File: src/rtl/gpio_mailbox.sv
// Memory-mapped mailbox between the processor dmem port and the GPIO protocol engine.
// Four TX words plus a send command drive data_ready/done; inbound messages are latched as four RX words.
module gpio_mailbox #(
  parameter logic [11:0] ADDR_BASE = 12'hFF0,
  parameter int          TX_WORDS  = 4
) (
  input  logic         clock,
  input  logic         reset,
  input  logic [11:0]  address_dmem,
  input  logic [31:0]  data,
  input  logic         wren,
  output logic         mb_sel,
  output logic [31:0]  q_mb,
  output logic         data_ready,
  input  logic         done,
  output logic [127:0] message_out,
  input  logic [127:0] message_in,
  input  logic         rx_strobe
);

  typedef enum logic [1:0] {
    TX_IDLE  = 2'd0,
    TX_SEND  = 2'd1,
    TX_DRAIN = 2'd2
  } tx_state_t;

  tx_state_t   state_reg, state_next;
  logic [11:0] offset_full;
  logic [3:0]  offset;
  logic        wr_en;
  logic        is_tx_word;
  logic        is_control;
  logic        tx_busy;
  logic        tx_write;
  logic        send_cmd;
  logic        rx_ack;
  logic        clear_errors;
  logic        tx_drop_event;
  logic        rx_capture;
  logic        rx_overrun_event;

  logic        rx_full_reg, rx_full_next;
  logic        rx_overrun_reg, rx_overrun_next;
  logic        tx_drop_reg, tx_drop_next;
  logic [31:0] rd_data;
  logic [31:0] q_mb_reg;

  logic [31:0] tx_word_reg [TX_WORDS];
  logic [31:0] rx_word_reg [TX_WORDS];

  // Window check by subtraction so a base near the top of the map cannot wrap.
  assign offset_full = address_dmem - ADDR_BASE;
  assign offset      = offset_full[3:0];
  assign mb_sel      = (address_dmem >= ADDR_BASE) && (offset_full[11:4] == 8'd0);

  assign wr_en        = wren & mb_sel;
  assign is_tx_word   = (offset[3:2] == 2'b00);
  assign is_control   = (offset == 4'd9);
  assign tx_busy      = (state_reg != TX_IDLE);
  assign tx_write     = wr_en & is_tx_word;
  assign send_cmd     = wr_en & is_control & data[0];
  assign rx_ack       = wr_en & is_control & data[1];
  assign clear_errors = wr_en & is_control & data[2];

  assign tx_drop_event    = tx_busy & (tx_write | send_cmd);
  // An ack in the same cycle frees the buffer before the strobe is considered.
  assign rx_capture       = rx_strobe & (~rx_full_reg | rx_ack);
  assign rx_overrun_event = rx_strobe & rx_full_reg & ~rx_ack;

  genvar gi;
  generate
    for (gi = 0; gi < TX_WORDS; gi++) begin : g_words
      always_ff @(posedge clock) begin
        if (reset) begin
          tx_word_reg[gi] <= 32'd0;
        end else if (tx_write && !tx_busy && (offset[1:0] == 2'(gi))) begin
          tx_word_reg[gi] <= data;
        end
      end

      always_ff @(posedge clock) begin
        if (reset) begin
          rx_word_reg[gi] <= 32'd0;
        end else if (rx_capture) begin
          rx_word_reg[gi] <= message_in[32*gi +: 32];
        end
      end

      assign message_out[32*gi +: 32] = tx_word_reg[gi];
    end
  endgenerate

  always_ff @(posedge clock) begin
    if (reset) begin
      state_reg <= TX_IDLE;
    end else begin
      state_reg <= state_next;
    end
  end

  // DRAIN waits for done to fall so a lingering done cannot finish the next send.
  always_comb begin
    state_next = state_reg;
    case (state_reg)
      TX_IDLE:  if (send_cmd) state_next = TX_SEND;
      TX_SEND:  if (done)     state_next = TX_DRAIN;
      TX_DRAIN: if (!done)    state_next = TX_IDLE;
      default:                state_next = TX_IDLE;
    endcase
  end

  assign data_ready = (state_reg == TX_SEND);

  always_comb begin
    rx_full_next    = rx_full_reg;
    rx_overrun_next = rx_overrun_reg;
    tx_drop_next    = tx_drop_reg;
    if (rx_capture) begin
      rx_full_next = 1'b1;
    end else if (rx_ack) begin
      rx_full_next = 1'b0;
    end
    // Error events in the same cycle as clear_errors keep the bit set.
    rx_overrun_next = (rx_overrun_reg & ~clear_errors) | rx_overrun_event;
    tx_drop_next    = (tx_drop_reg & ~clear_errors) | tx_drop_event;
  end

  always_ff @(posedge clock) begin
    if (reset) begin
      rx_full_reg    <= 1'b0;
      rx_overrun_reg <= 1'b0;
      tx_drop_reg    <= 1'b0;
    end else begin
      rx_full_reg    <= rx_full_next;
      rx_overrun_reg <= rx_overrun_next;
      tx_drop_reg    <= tx_drop_next;
    end
  end

  always_comb begin
    rd_data = 32'd0;
    case (offset)
      4'd0, 4'd1, 4'd2, 4'd3: rd_data = tx_word_reg[offset[1:0]];
      4'd4, 4'd5, 4'd6, 4'd7: rd_data = rx_word_reg[offset[1:0]];
      4'd8:    rd_data = {28'd0, tx_drop_reg, rx_overrun_reg, rx_full_reg, tx_busy};
      default: rd_data = 32'd0;
    endcase
  end

  // Registered read mirrors the syncram: returns contents as they were before this edge.
  always_ff @(posedge clock) begin
    if (reset) begin
      q_mb_reg <= 32'd0;
    end else begin
      q_mb_reg <= mb_sel ? rd_data : 32'd0;
    end
  end

  assign q_mb = q_mb_reg;

endmodule

File: config.mk
export PLATFORM = sky130hd
export DESIGN_NAME = gpio_mailbox
export DESIGN_NICKNAME = d
export VERILOG_FILES = /design/src/rtl/gpio_mailbox.sv
export SDC_FILE = /design/constraint.sdc
export NUM_CORES = 1
export LEC_CHECK = 0
export ABC_AREA = 1
export CORE_ASPECT_RATIO = 0.5
export CORE_MARGIN = 2
export CORE_UTILIZATION = 30
export DETAILED_ROUTE_END_ITERATION = 12
export DONT_BUFFER_PORTS = 1
export SETUP_SLACK_MARGIN = 0.4
export SYNTH_ARGS = -nofsm -noshare
export SYNTH_HDL_FRONTEND = slang
export SYNTH_SLANG_ARGS = --single-unit
export TNS_END_PERCENT = 1
File: constraint.sdc
create_clock -name clock -period 7.9 [get_ports clock]
set_input_delay 2.37 -clock clock [delete_from_list [all_inputs] [get_ports clock]]
set_output_delay 2.37 -clock clock [all_outputs]
set_load 0.02 [all_outputs]
==> impl_results.rst <==
.. list-table::
   :header-rows: 1

   * - Metric
     - Value
   * - Remaining global-route overflow
     - 0
   * - Setup slack of the most critical reg-to-reg path
     - ~5.4 ns
   * - Sum Neg Setup Slack
     - 0 ns
   * - TritonCTS clock tree
     - yes
   * - Core Area
     - ~41,000 sq um
   * - Grt met1 use
     - about a fifth
   * - Number of clock sinks
     - around 290
   * - Biggest area consumer among synthesized cells
     - sky130_fd_sc_hd__edfxtp_1
   * - Half-perimeter wire length of the detailed placement result
     - between 20,000 and 30,000 um
   * - Wire length per cell
     - 21.1 um
   * - Growth of design area from synthesis to finish
     - 11.7%
   * - Adder and majority gate portion of the synthesized area
     - 0%
   * - Floorplan row count
     - between 50 and 60
   * - Number of iterations in the first detailed-routing pass
     - 6
   * - Number of gates resized after CTS
     - 0
   * - Hold buffer count at cts
     - 0
   * - Fraction of synthesized cell area taken by the top area cell type
     - 61.5%
   * - Worst setup path class
     - input port to primary output
   * - Xor and xnor fraction of the mapped netlist area
     - 0%
   * - Total routing usage reported by global routing
     - roughly 17%
   * - Routing usage on met3
     - 2.70%
   * - Count of max-cap constraint violations
     - 0
   * - Number of setup violations in the final report
     - 0
   * - Run status
     - completed
   * - Area of the die
     - ~43,000 sq um
   * - Clock Pin Slew Worst Setup and Hold Paths
     - approximately 0.060 ns
   * - Number of buffer and inverter instances along the worst setup path
     - 1
   * - Final worst path period share
     - roughly 65%
   * - Setup repair after global routing missed its margin
     - no
   * - Netlist cell types
     - 24
   * - Leakage power
     - about 5.8 nW
   * - Antenna Violating Nets Remaining
     - 0
   * - Post-CTS Setup Bufs
     - 0
   * - Final worst path period need
     - about 5 ns
   * - Met2 Resource Use GR
     - between 20 and 30%
   * - Required time of the worst setup path
     - about 5.5 ns
   * - Family with the most delay on the worst path
     - simple AND/OR/NAND/NOR gates
   * - Fraction of synthesis flops using an asynchronous set or reset pin
     - 0%
   * - FF-to-FF Start
     - rx_full_reg$_SDFFE_PP0P_
   * - Basic-gate share of the synthesized area counting and, or, nand and nor cells
     - 21.8%
   * - Cells on Worst Hold Path
     - 1
   * - Top_reg_cell synth
     - sky130_fd_sc_hd__edfxtp_1
   * - Layout cell share with drive strength beyond 1
     - under 10%
   * - Mux cell area share after synthesis
     - 0%
   * - Maximum ir drop on the vdd rail
     - ~0.14 mV
   * - Library cell appearing most often on the critical path
     - sky130_fd_sc_hd__nand2_1
   * - Fraction of the yosys area taken by sequential cells
     - around 67%
   * - Category of the worst setup path launch point
     - input port
   * - Global-route wire length before repair
     - 53,800 um
   * - Number of pins exceeding their max-slew limit in the final report
     - 0
   * - Flops & latches, synth
     - a little under 300
   * - Source of the worst hold timing path
     - state_reg[0]$_SDFFE_PP0P_
   * - Net total in the final layout
     - 1,410
   * - Terminus of the critical flop-to-flop path
     - rx_word_reg[1][20]$_SDFFCE_PN0P_
   * - Final number of hold-violating endpoints
     - 0
   * - Worst clock skew
     - 0.00908 ns
   * - DR iter-0 viols
     - around 720
   * - Via/cell ratio
     - about 4.8
   * - Worst endpoint data arrival time
     - about 2.8 ns
   * - Maximum fanout encountered on the critical timing path
     - 3
   * - Die extent in y
     - 148 um
   * - Largest net degree at the start of global routing
     - between 80 and 90
   * - Vias in the first global route
     - between 8,000 and 9,000
   * - Worst-case hold path end point
     - state_reg[1]$_SDFFE_PP0P_
   * - Cell area after synthesis
     - ~13,000 sq um
   * - Total CTS buffers
     - 29
   * - Number of warnings issued by yosys
     - 0
   * - Die width
     - a little under 300 um
   * - Least-Margin Pin Slew
     - approximately 1.1 ns
   * - Number of buffer cells added on primary ports
     - 0
   * - Number of enable flip-flop cells after synthesis
     - about 260
   * - Fmax
     - about 0.19 GHz
   * - Cell Chain, Critical Path
     - nand2_1 > nor2_1 > nand2_1 > inv_1
   * - Most frequent cell after synthesis
     - sky130_fd_sc_hd__nand2_1
   * - Cells on worst reg2reg path
     - 4
   * - Max clock buf depth
     - 3
   * - Routing layer with the top usage in global route
     - met2
   * - Starting Density
     - 30.7%
   * - Critical path's slowest cell
     - sky130_fd_sc_hd__inv_1
   * - Largest family of logic cells by synthesized area
     - simple AND/OR/NAND/NOR gates
   * - Number of nets produced by synthesis
     - 1,430
   * - Fraction of the mapped netlist area in compound gates
     - about 2.7%
   * - Count of placed standard cells in the final layout, fillers left out
     - 1,801
   * - Pwr Total
     - around 3.5 mW
   * - Placed cell count
     - ~1,700
   * - Most frequent cells after synthesis
     - sky130_fd_sc_hd__nand2_1 (327), sky130_fd_sc_hd__nor2_1 (257), sky130_fd_sc_hd__edfxtp_1 (256)
   * - Slew margin rel.
     - about a quarter
   * - Total length of routed wires
     - ~38,000 um
   * - Post-Synthesis Cells
     - 1,253
   * - Placer Congestion
     - ~0.89
   * - Largest stage delay on the critical path
     - 0.17 ns
   * - DRC Markers
     - 0
   * - Total via count after detailed routing
     - 8,664
   * - Pwr/cell area
     - approximately 250 nW/um^2
   * - Number of antenna violations at the first check in global routing
     - 7
   * - Final core utilization
     - 34.3%
   * - Master cell of the clock root buffer
     - sky130_fd_sc_hd__clkbuf_16
   * - IO Count
     - between 300 and 400
   * - Clk_lat worst skew
     - between 0.5 and 0.6 ns
   * - Post-Syn Area per Cell
     - 9.98 sq um
   * - Kind of end point of the critical path
     - primary output
   * - Worst hold-check path type
     - register to register
   * - Largest cells by area after synthesis
     - sky130_fd_sc_hd__edfxtp_1 (61%), sky130_fd_sc_hd__nand2_1 (9.8%), sky130_fd_sc_hd__nor2_1 (7.7%)
   * - H-Tree Depth
     - 1
[cell usage in the layout (no fill, tap or decap), types with 13 or more instances in the layout]
master and n:
sky130_fd_sc_hd__dfxtp_1 37, sky130_fd_sc_hd__nand4_1 52, sky130_fd_sc_hd__nand2_1 325, sky130_fd_sc_hd__a21oi_1 32, sky130_fd_sc_hd__edfxtp_1 256, sky130_fd_sc_hd__clkbuf_16 29, sky130_fd_sc_hd__nor2_2 13, sky130_fd_sc_hd__nor2_1 252
sky130_fd_sc_hd__inv_1 171
[per-stage QoR]
step                      worst slack, ns  cell area, sq um  hold slack (ns)
after floorplan                      1.66             12500            0.431
after global placement               2.76             13000            0.444
after detailed placement             2.77             13000            0.460
after CTS                            2.77             13900            0.470
after global routing                 2.66             14000            0.501
final                                2.77             14000            0.466
[worst max-delay path by stage]
| stage | from | to | slack, ns | cells past startpoint |
|---|---|---|---|---|
| after CTS | address_dmem[9] | mb_sel | 2.77 | 4 |
| final | address_dmem[9] | mb_sel | 2.77 | 4 |
| after global placement | address_dmem[9] | mb_sel | 2.76 | 4 |
| after floorplan | address_dmem[9] | rx_word_reg[0][0]$_SDFFCE_PN0P_ | 1.66 | 8 |
| after global routing | address_dmem[5] | mb_sel | 2.66 | 4 |
| after detailed placement | address_dmem[9] | mb_sel | 2.77 | 4 |
[cell type report]
class / instances / area [sq um]
diodes: 6 / 15.0
well taps: 540 / 676
repair buffers: 12 / 90.1
inverters: 174 / 653
fillers: 4159 / 26800
multi-input cells: 723 / 3110
clock buffers: 39 / 803
clock inverters: 14 / 191
flip-flops and latches: 293 / 8430
[kinds of logic after synthesis]
family / Yosys count
and+or+nand+nor: 665
DFF: 293
buffers and inverters: 237
AOI/OAI and AO/OA: 58
[routing by layer]
metal | vias up | share of wire (%) | routed length (um)
met4 | 2 | 5.6 | 2120
li1 | 3978 | - | -
met1 | 4249 | 37 | 14100
met5 | - | 0.032 | 12
met2 | 329 | 51 | 19400
met3 | 106 | 5.9 | 2250
[where the power goes]
part | total [mW] | switching [mW] | internal, mW | leakage, nW
Clock | 1.46 | 0.584 | 0.872 | 0.492
Combinational | 0.188 | 0.145 | 0.0427 | 2.31
Sequential | 1.83 | 0.0672 | 1.77 | 3.00
Total | 3.48 | 0.796 | 2.68 | 5.81
(Power assumes the default switching activity.)
